--- config.mk ---
export PLATFORM = sky130hd
export DESIGN_NAME = rxdata_fifo_rdctl
export DESIGN_NICKNAME = d
export VERILOG_FILES = /design/src/rtl/lmac_rx_pkg.sv /design/src/rtl/rxaxis_skid2.sv /design/src/rtl/rxdata_fifo_rdctl.sv
export SDC_FILE = /design/constraint.sdc
export NUM_CORES = 1
export LEC_CHECK = 0
export ABC_CLOCK_PERIOD_IN_PS = 4100
export BUFFER_PORTS_ARGS = -buffer_cell sky130_fd_sc_hd__buf_2
export CAP_MARGIN = 10
export CORE_AREA = 2 2 245 247
export CTS_BUF_LIST = sky130_fd_sc_hd__clkbuf_8 sky130_fd_sc_hd__clkbuf_16
export DETAILED_ROUTE_END_ITERATION = 10
export DIE_AREA = 0 0 247 249
export PLACE_DENSITY = 0.86
export REMOVE_ABC_BUFFERS = 1
export SYNTH_ARGS = -nofsm -noshare
export SYNTH_HDL_FRONTEND = slang
export SYNTH_SLANG_ARGS = --single-unit
--- constraint.sdc ---
create_clock -name clk -period 4.1 [get_ports clk]
set_clock_uncertainty 0.1 [all_clocks]
set_input_delay 0.41 -clock clk [delete_from_list [all_inputs] [get_ports clk]]
set_output_delay 0.41 -clock clk [all_outputs]
set_load 0.05 [all_outputs]
--- src/rtl/lmac_rx_pkg.sv ---
// rtl/lmac_rx_pkg.sv - shared encodings and descriptor layout for the LMAC RX read path
// Purpose: FSM state encoding, descriptor field offsets, word geometry and the
//          length-to-beat conversion used by the RX data FIFO read sequencer.
// Ports:   none (package).
package lmac_rx_pkg;

  typedef enum logic [1:0] {
    ST_IDLE      = 2'd0,
    ST_INFO_WAIT = 2'd1,
    ST_STREAM    = 2'd2
  } state_e;

  localparam int BYTES   = 32;
  localparam int REM_W   = $clog2(BYTES);
  localparam int PTR     = 10;

  localparam int LEN_LSB = 0;
  localparam int LEN_MSB = 13;
  localparam int ERR_BIT = 14;
  localparam int LEN_W   = LEN_MSB - LEN_LSB + 1;
  // One extra bit: a maximum-length descriptor rounds up to 2^(LEN_W-REM_W) beats.
  localparam int BEAT_W  = LEN_W - REM_W + 1;

  function automatic logic [BEAT_W-1:0] len_to_beats(input logic [LEN_W-1:0] len);
    logic [LEN_W:0] sum;
    sum = {1'b0, len} + (LEN_W+1)'(BYTES - 1);
    return sum[LEN_W:REM_W];
  endfunction

endpackage

--- src/rtl/rxaxis_skid2.sv ---
// rtl/rxaxis_skid2.sv - two-entry valid/ready output buffer
// Purpose: holds up to two words between the FIFO read pipeline and the stream
//          output; the head entry is stable until it is popped.
// Ports:   clk/reset_   clock, async active-low reset
//          s_valid/s_data   push side (no backpressure; caller guarantees space)
//          m_valid/m_ready/m_data   pop side, handshake on m_valid && m_ready
//          occ          current entry count 0..2
module rxaxis_skid2 #(
  parameter int W = 8
) (
  input  logic         clk,
  input  logic         reset_,
  input  logic         s_valid,
  input  logic [W-1:0] s_data,
  output logic         m_valid,
  input  logic         m_ready,
  output logic [W-1:0] m_data,
  output logic [1:0]   occ
);

  logic [W-1:0] ent0_q, ent0_d;
  logic [W-1:0] ent1_q, ent1_d;
  logic         wr_ptr_q, wr_ptr_d;
  logic         rd_ptr_q, rd_ptr_d;
  logic [1:0]   cnt_q, cnt_d;
  logic         pop;

  assign m_valid = (cnt_q != 2'd0);
  assign m_data  = rd_ptr_q ? ent1_q : ent0_q;
  assign occ     = cnt_q;
  assign pop     = m_valid && m_ready;

  always_comb begin
    ent0_d   = ent0_q;
    ent1_d   = ent1_q;
    if (s_valid) begin
      if (wr_ptr_q) ent1_d = s_data;
      else          ent0_d = s_data;
    end
    wr_ptr_d = wr_ptr_q ^ s_valid;
    rd_ptr_d = rd_ptr_q ^ pop;
    cnt_d    = cnt_q + {1'b0, s_valid} - {1'b0, pop};
  end

  always_ff @(posedge clk or negedge reset_) begin
    if (!reset_) begin
      ent0_q   <= '0;
      ent1_q   <= '0;
      wr_ptr_q <= 1'b0;
      rd_ptr_q <= 1'b0;
      cnt_q    <= 2'd0;
    end else begin
      ent0_q   <= ent0_d;
      ent1_q   <= ent1_d;
      wr_ptr_q <= wr_ptr_d;
      rd_ptr_q <= rd_ptr_d;
      cnt_q    <= cnt_d;
    end
  end

endmodule

--- src/rtl/rxdata_fifo_rdctl.sv ---
// rtl/rxdata_fifo_rdctl.sv - RX data FIFO read sequencer with AXI4-Stream output
// Purpose: pops one descriptor, then reads ceil(len/32) words from the rxdata
//          FIFO and presents them as a stream with tkeep/tlast/tuser.
// Ports:   clk/reset_            clock, async active-low reset
//          info_rdempty/info_rden/info_dataout   descriptor FIFO read port (1-cycle latency)
//          data_rdempty/data_rden/data_dataout   data FIFO read port (1-cycle latency)
//          m_axis_*              stream master
//          pkt_cnt/zlen_cnt      wrapping packet and zero-length descriptor counters
//          busy                  FSM active or output buffer non-empty
module rxdata_fifo_rdctl
  import lmac_rx_pkg::*;
#(
  parameter int WIDTH  = 256,
  parameter int INFO_W = 16,
  parameter int CNT_W  = 32
) (
  input  logic               clk,
  input  logic               reset_,
  input  logic               info_rdempty,
  output logic               info_rden,
  input  logic [INFO_W-1:0]  info_dataout,
  input  logic               data_rdempty,
  output logic               data_rden,
  input  logic [WIDTH-1:0]   data_dataout,
  output logic               m_axis_tvalid,
  input  logic               m_axis_tready,
  output logic [WIDTH-1:0]   m_axis_tdata,
  output logic [WIDTH/8-1:0] m_axis_tkeep,
  output logic               m_axis_tlast,
  output logic               m_axis_tuser,
  output logic [CNT_W-1:0]   pkt_cnt,
  output logic [CNT_W-1:0]   zlen_cnt,
  output logic               busy
);

  localparam int KEEP_W = WIDTH / 8;
  localparam int TAG_W  = KEEP_W + 2;
  localparam int BUF_W  = WIDTH + TAG_W;

  state_e              state_q, state_d;
  logic                en_q, en_d;
  logic [BEAT_W-1:0]   beats_q, beats_d;
  logic [REM_W-1:0]    rem_q, rem_d;
  logic                err_q, err_d;
  logic                inflight_q, inflight_d;
  logic [TAG_W-1:0]    tag_q, tag_d;
  logic [CNT_W-1:0]    pkt_cnt_q, pkt_cnt_d;
  logic [CNT_W-1:0]    zlen_cnt_q, zlen_cnt_d;

  logic [LEN_W-1:0]    info_len;
  logic                info_err;
  logic [INFO_W-ERR_BIT-2:0] info_rsvd_unused;
  logic                last_read;
  logic [KEEP_W-1:0]   keep_part;
  logic                tag_last;
  logic [KEEP_W-1:0]   tag_keep;
  logic [1:0]          occ;
  logic [1:0]          occ_eff;
  logic                pop;
  logic                credit_ok;
  logic [BUF_W-1:0]    buf_dout;

  assign info_len         = info_dataout[LEN_MSB:LEN_LSB];
  assign info_err         = info_dataout[ERR_BIT];
  assign info_rsvd_unused = info_dataout[INFO_W-1:ERR_BIT+1];

  assign last_read = (beats_q == BEAT_W'(1));
  assign keep_part = ~({KEEP_W{1'b1}} << rem_q);

  // A beat leaving the buffer this cycle frees its slot for the read issued this
  // cycle; counting that pop is what sustains one read per clock with tready high.
  assign pop       = m_axis_tvalid && m_axis_tready;
  assign occ_eff   = occ - {1'b0, pop};
  assign credit_ok = (occ_eff + {1'b0, inflight_q}) < 2'd2;

  // en_q keeps info_rden low while reset_ is asserted and for the first edge after.
  assign en_d       = 1'b1;
  assign inflight_d = data_rden;

  always_comb begin : next_state
    state_d = state_q;
    case (state_q)
      ST_IDLE:      if (info_rden) state_d = ST_INFO_WAIT;
      ST_INFO_WAIT: state_d = (info_len == '0) ? ST_IDLE : ST_STREAM;
      ST_STREAM:    if (data_rden && last_read) state_d = ST_IDLE;
      default:      state_d = ST_IDLE;
    endcase
  end

  always_comb begin : fsm_outputs
    info_rden = 1'b0;
    data_rden = 1'b0;
    case (state_q)
      ST_IDLE:   info_rden = en_q && !info_rdempty;
      ST_STREAM: data_rden = !data_rdempty && credit_ok;
      default:   ;
    endcase
  end

  always_comb begin : datapath
    beats_d    = beats_q;
    rem_d      = rem_q;
    err_d      = err_q;
    pkt_cnt_d  = pkt_cnt_q;
    zlen_cnt_d = zlen_cnt_q;
    tag_last   = 1'b0;
    tag_keep   = {KEEP_W{1'b1}};
    if (state_q == ST_INFO_WAIT) begin
      beats_d = len_to_beats(info_len);
      rem_d   = info_len[REM_W-1:0];
      err_d   = info_err;
      if (info_len == '0) zlen_cnt_d = zlen_cnt_q + CNT_W'(1);
    end
    if (data_rden) begin
      beats_d  = beats_q - BEAT_W'(1);
      tag_last = last_read;
      if (last_read) begin
        pkt_cnt_d = pkt_cnt_q + CNT_W'(1);
        if (rem_q != '0) tag_keep = keep_part;
      end
    end
    // Tags ride one cycle behind the read so they meet data_dataout at the buffer.
    tag_d = {tag_last, tag_keep, err_q};
  end

  always_ff @(posedge clk or negedge reset_) begin
    if (!reset_) begin
      state_q    <= ST_IDLE;
      en_q       <= 1'b0;
      beats_q    <= '0;
      rem_q      <= '0;
      err_q      <= 1'b0;
      inflight_q <= 1'b0;
      tag_q      <= '0;
      pkt_cnt_q  <= '0;
      zlen_cnt_q <= '0;
    end else begin
      state_q    <= state_d;
      en_q       <= en_d;
      beats_q    <= beats_d;
      rem_q      <= rem_d;
      err_q      <= err_d;
      inflight_q <= inflight_d;
      tag_q      <= tag_d;
      pkt_cnt_q  <= pkt_cnt_d;
      zlen_cnt_q <= zlen_cnt_d;
    end
  end

  rxaxis_skid2 #(.W(BUF_W)) u_obuf (
    .clk     (clk),
    .reset_  (reset_),
    .s_valid (inflight_q),
    .s_data  ({data_dataout, tag_q}),
    .m_valid (m_axis_tvalid),
    .m_ready (m_axis_tready),
    .m_data  (buf_dout),
    .occ     (occ)
  );

  assign {m_axis_tdata, m_axis_tlast, m_axis_tkeep, m_axis_tuser} = buf_dout;
  assign pkt_cnt  = pkt_cnt_q;
  assign zlen_cnt = zlen_cnt_q;
  assign busy     = (state_q != ST_IDLE) || (occ != 2'd0);

endmodule
==> results.toml, run 1 <==
[setup_path]
reg2reg_setup_slack_ns = 0.53
reg2reg_to = "tag_q[30]"
crit_fanout = 21
rr_worst_depth = 12
cp-startpoint = "u_obuf.occ[1]"
crit_required_ns = 3.59
crit_path_end = "data_rden"
cp-start-kind = "flip-flop"
endpoint_kind = "output port"
critical_path.reg2reg.startpoint = "u_obuf.occ[1]"
crit_type = "flip-flop to output port"
worstPathArrival_ns = 3.24

[timing]
slew_headroom = 0.4292
setup-tns-final_ns = 0
period_share = 0.9144
setup_viol_count_final = 0
fin_ws_ns = 0.3512
max_freq_mhz = 266.7
rsz0062_at_grt = "no"
timing_hold_violations_final = 0
finalCriticalPeriod_ns = 3.749
tightest_slew_ns = 0.8562
slew_viol_final = 0

[placement]
io_buffers = 633
place_hpwl_mm = 53.29
place_area_um2 = 34370
pre_cts_ws_ns = 0.6306
gp_congestion = 0.8777

[yosys]
synth.top_cell.area_share = 0.5822
netlist_instances = 2071
synthMostInstantiatedCell = "mux2_2"
synth_warnings = 0
synthAdderAreaFrac = 0.003317
ys_top_cells_by_count = "mux2_2, dfrtp_1, clkbuf_1"
synth_area_um2 = 30170
async_reset_ff_frac = 1.000
yosys.area.top_type = "dfrtp_1"
synthSimpleGateAreaFrac = 0.03981
yosysUniqueCellTypes = 49
synth-seq-cells = 702
synthFlopType = "dfrtp_1"
synth_area_leaders = "dfrtp_1, mux2_2, clkbuf_1, xor2_1, xnor2_1"
synthMuxAreaShare = 0.3254
synth_edf_count = 0
synth_top_family_by_area = "multiplexers"
yosysSeqAreaShare = 0.5822
avgSynthCellArea_um2 = 14.57
synth_xor_area_frac = 0.02048
synth-compound-area-share = 0.01157

[power_and_ir_drop]
combPwrFrac = 0.501
finalPower_w = 0.03759
power_density_nw_per_um2 = 952.2
irDropWorstVdd_mv = 0.8324
power.leakage_nw = 17.91
p_int_w = 0.02038
sequentialPowerShare = 0.318
swShare = 0.4579
clockPowerShare = 0.182
p_sw_w = 0.01721

[clock_network]
cts_tree = "done"
clkLatencyLatePin_ns = 0.60
clock_sinks = 702
cts_resized = 0
numCtsBuffers = 74
cts_root_buf = "clkbuf_16"
cts_buffer_depth = 3
clkTransAtPathRegs_ns = 0.06
ctsHtreeMaxLevel = 3

[min_path]
worstHoldPathCells = 3
worstHoldStart = "info_dataout[4]"
hp-class = "input port to flip-flop"

[global_route]
grt-ovfl-total = 0
antenna_found_initial = 12
grt_max_degree = 107
grt_first_pass_wirelength_mm = 139.6
grt_pass1_vias = 23830
grt_usage = 0.2932

[route]
drtPass1Iterations = 5
antenna_left = 0
wl_mm = 94.29
drt-initial-drc-count = 1449
num_vias = 21800
route.detailed.drc = 0
vias_per_cell = 5.729
wl_per_cell_um = 24.77

[layout]
syn2layout_area_growth_pct = 30.83
final_area_um2 = 39480
layout-drive-gt1-share = 0.5492
layout.nets = 3250

[die]
pin_count = 635
die_area_um2 = 61500
rows = 89
core-area_um2 = 58690
initial_core_util = 0.5142
die_x_um = 247
die_h_um = 249

[run_status]
status = "complete, no violations"

[job]
cap_violations = 0
## state kept, by name, summed over array words and instances (netlist names)
name,cells
inflight_q,1
en_q,1
tag_q,34
pkt_cnt,32
beats_q,10
state_q,2
err_q,1
u_obuf.ent0_q,290
zlen_cnt,32
u_obuf.occ,2
u_obuf.wr_ptr_q,1
u_obuf.rd_ptr_q,1
u_obuf.ent1_q,290
rem_q,5
## power groups by stage
stage | combinational [W] | sequential (W) | clock (W)
floorplan | 0.0135 | 0.0112 | 0
global placement | 0.0176 | 0.0113 | 0
detailed placement | 0.0179 | 0.0116 | 0
CTS | 0.0183 | 0.0115 | 0.00680
global route | 0.0194 | 0.0122 | 0.00724
finish | 0.0188 | 0.0119 | 0.00683
## logic make-up (layout without fill, tap and decap cells)
group           Yosys count  in the layout
compound gates           58             58
flops                   702            702
mux                     872            872
buf+inv                 136           1083
simple gates            225            225
fa+ha+maj                 8              8
other cells               1             16
xor+xnor                 69             69
## routing by layer
metal | track usage | part of all wire
met1 | 0.3190 | 0.35
met2 | 0.5044 | 0.50
met4 | 0.1706 | 0.064
met3 | 0.08727 | 0.090
met5 | 0 | 0.00064
## how the worst min path moves through the flow
stage	slack [ns]	end
2_1_floorplan	0.01	beats_q[0]
3_3_place_gp	0.26	tag_q[0]
3_5_place_dp	0.28	tag_q[0]
4_1_cts	0.006	rem_q[4]
5_1_grt	0.03	rem_q[4]
6_report	0.06	rem_q[4]
## per-stage QoR
stage                       util  hold WS [ns]  instances
final                     0.6727       0.05716       3806
after global routing      0.6726       0.03379       3804
after floorplan                -       0.01441       1958
after detailed placement  0.5857        0.2793       3399
after CTS                 0.6721      0.005846       3792
after global placement    0.5857        0.2590       3399
## cells in the final DEF, fill, tap and decap left out, types with 4 or more instances in the layout
master,count
and3_1,16
buf_2,632
clkbuf_16,75
o211ai_1,7
diode_2,14
clkbuf_8,14
dfrtp_1,701
nor2_1,28
clkinv_2,8
dlygate4sd3_1,263
a21oi_1,10
inv_6,4
inv_1,43
buf_4,20
nand2_1,59
nand4_1,14
and4_1,13
mux2_2,872
or3_1,6
ha_1,6
and2_1,6
xnor2_1,32
xor2_1,36
nor3_1,25
buf_12,15
nor4_1,7
nand3_1,32
bufinv_16,7
o21ai_0,27
## final cells by class
class | count | area (um^2)
Fill cell | 3611 | 19210
Inverter | 22 | 82.58
Tap cell | 773 | 967.2
Timing Repair Buffer | 931 | 6261
Sequential cell | 702 | 17570
Clock buffer | 89 | 2069
Multi-Input combinational cell | 1234 | 12120
Clock inverter | 41 | 371.6
Antenna cell | 14 | 35.03
## critical path, stage by stage (launching register included)
cell and delay, ns:
dfrtp_1 0.38, or2_2 0.32, and2_1 0.19, ha_1 0.28
inv_1 0.04, ha_1 0.17, xnor3_1 0.23, nand3_1 0.28
inv_1 0.17, buf_4 0.26, buf_2 0.33
## what timing repair did
action | in CTS | in global routing
hold buffers | 263 | 0
endpoints found under the hold margin | 596 | 0
setup buffers | 0 | 0
(Power assumes the default switching activity.)
==> run 2, diff against run 1 <==
- ABC_AREA: not set -> 1
- CORE_AREA: 2 2 245 247 -> 2 2 250 252
- DIE_AREA: 0 0 247 249 -> 0 0 252 254
- PLACE_DENSITY: 0.86 -> 0.85
==> results.toml, run 2 <==
[layout]
layout-drive-gt1-share = 0.2579
layout.nets = 4552
layout_commonest_cell = "nand2_1"
reg_top3 = "u_obuf.ent0_q (290), u_obuf.ent1_q (290), tag_q (34)"
multi_input_area_um2 = 11650
seq_area_um2 = 17570
layout_common_cells = "nand2_1, dfrtp_1, buf_2"
syn2layout_area_growth_pct = 29.23
final_area_um2 = 40560
fillers = 4062
finalCoreUtilization = 0.6621

[timing]
timing_hold_violations_final = 0
setup_viol_count_final = 0
tightest_slew_ns = 1.087
slew_viol_final = 0
setup-tns-final_ns = 0
rsz0062_at_grt = "no"
finalCriticalPeriod_ns = 3.352
fin_ws_ns = 0.7483
hold_ws_ns = 0.02672
max_freq_mhz = 298.4
slew_headroom = 0.2752
period_share = 0.8175

[setup_path]
cp-start-kind = "flip-flop"
critical_path.reg2reg.startpoint = "u_obuf.occ[1]"
reg2reg_to = "tag_q[28]"
endpoint_kind = "output port"
max_stage_delay_ns = 0.89
crit_fanout = 139
crit_type = "flip-flop to output port"
rr_worst_depth = 13
crit_path_top_delay_cell = "dfrtp_4"
crit_path_end = "m_axis_tdata[130]"
crit_buf_inv = 2
crit_cells = 4
worstPathArrival_ns = 2.84
crit_family = "flip-flops"
crit_path_cell_trace = "buf_12 -> nand2_1 -> o21ai_0 -> buf_2"
cp-startpoint = "u_obuf.rd_ptr_q"
reg2reg_setup_slack_ns = 1.12
crit_required_ns = 3.59

[route]
wl_mm = 106.4
drtPass1Iterations = 8
vias_per_cell = 5.632
antenna_left = 0
route.detailed.drc = 0
num_vias = 28890
drt-initial-drc-count = 3244
wl_per_cell_um = 20.73

[global_route]
grt_first_pass_wirelength_mm = 163.5
grt_usage = 0.3265
grt_max_degree = 140
grt_pass1_vias = 29520
antenna_found_initial = 23
grt-ovfl-total = 0

[yosys]
synthFlopType = "dfrtp_1"
synthMostInstantiatedCell = "nand2_1"
synth_area_um2 = 31380
synth_edf_count = 0
synth_warnings = 0
avgSynthCellArea_um2 = 9.187
netlist_instances = 3416
yosysSeqAreaShare = 0.5597
synth_area_leaders = "dfrtp_1, nand2_1, mux2_2, o21ai_0, inv_1"
ys_top_cells_by_count = "nand2_1, dfrtp_1, o21ai_0"
yosysUniqueCellTypes = 36
synth-seq-cells = 702
yosys.area.top_type = "dfrtp_1"
async_reset_ff_frac = 1.000
synth.top_cell.area_share = 0.5597

[clock_network]
numCtsBuffers = 74
ctsHtreeMaxLevel = 3
clkTransAtPathRegs_ns = 0.06
cts_tree = "done"
cts_buffer_depth = 3
cts_root_buf = "clkbuf_16"
clkLatencyLatePin_ns = 0.60
clock_sinks = 702
cts_resized = 0

[min_path]
hp-class = "input port to flip-flop"

[die]
die_x_um = 252
initial_core_util = 0.5123
core-area_um2 = 61260
die_area_um2 = 64010
pin_count = 635
rows = 91
die_h_um = 254

[placement]
place_area_um2 = 35430
place_hpwl_mm = 57.98
pre_cts_ws_ns = 1.108
gp_congestion = 0.9190
io_buffers = 633

[power_and_ir_drop]
power_density_nw_per_um2 = 928.6
power.leakage_nw = 19.30
irDropWorstVdd_mv = 0.4965

[job]
cap_violations = 0

[run_status]
status = "complete, no violations"
## run 2: cell count changes after synthesis, moves of 88 or more
cell     delta
buf_2      +88
inv_1     +343
mux2_2    -582
o21ai_0   +591
nand2_1   +900
nor2_1    +125
## run 2: cell families (layout without fill, tap and decap cells)
family                   Yosys count  after routing  share of synthesized area
other                              1             18                  0.0001195
multiplexers                     290            290                     0.1041
XOR/XNOR                          41             41                    0.01144
adder cells (fa/ha/maj)            8              8                   0.003190
flip-flops                       702            702                     0.5597
AO/OA/AOI/OAI                    634            634                     0.1017
AND/OR/NAND/NOR                 1194           1194                     0.1497
buffers and inverters            546           1453                    0.07001
## run 2: worst register-to-register path, stage by stage, from the launching register on
cell and delay, ns:
dfrtp_1 0.39, inv_2 0.07, nand2_1 0.06, nand2_1 0.09, inv_1 0.05, ha_1 0.27
inv_1 0.04, ha_1 0.18, nand3_1 0.11, nand2_2 0.09, nor2_4 0.29, nand2_2 0.32
a21oi_2 0.56, o21ai_0 0.20
## run 2: worst min path at each step
stage                startpoint           endpoint  depth (start not counted)
3_3_place_gp              err_q           tag_q[0]                          0
2_1_floorplan            reset_         beats_q[0]                          0
4_1_cts        data_dataout[59]  u_obuf.ent0_q[93]                          3
5_1_grt        data_dataout[59]  u_obuf.ent0_q[93]                          3
3_5_place_dp              err_q           tag_q[0]                          0
6_report       data_dataout[59]  u_obuf.ent0_q[93]                          3
## run 2: cell type report
| cell class | instances | area share |
|---|---|---|
| clock buffers | 90 | 0.05109 |
| multi-input cells | 2169 | 0.2872 |
| repair buffers | 950 | 0.1595 |
| clock inverters | 43 | 0.009347 |
| well taps | 790 | 0.02437 |
| diodes | 16 | 0.0009872 |
| inverters | 370 | 0.03430 |
| flip-flops and latches | 702 | 0.4332 |
## run 2: report_power, final
group          switching, W  internal [W]
clock               0.00293       0.00393
combinational        0.0146       0.00470
sequential          0.00163       0.00983
## run 2: metrics by stage
step,total power (W),instances
after detailed placement,0.02908,4717
after CTS,0.03616,5114
final,0.03766,5130
after global placement,0.02851,4717
after floorplan,0.02271,3241
after global routing,0.03916,5127
## run 2: repair_timing
action | CTS | global route
setup endpoints to repair | 0 | 0
setup buffers | 0 | 0
hold buffers | 264 | 0
hold endpoints to repair | 602 | 0
## run 2: routing by layer
layer | up-vias | track usage | share of wire
li1 | 12600 | - | -
met1 | 13790 | 0.3572 | 0.34
met2 | 1814 | 0.5101 | 0.47
met3 | 677 | 0.1405 | 0.12
met4 | 16 | 0.2316 | 0.077
met5 | - | 0.01467 | 0.0016
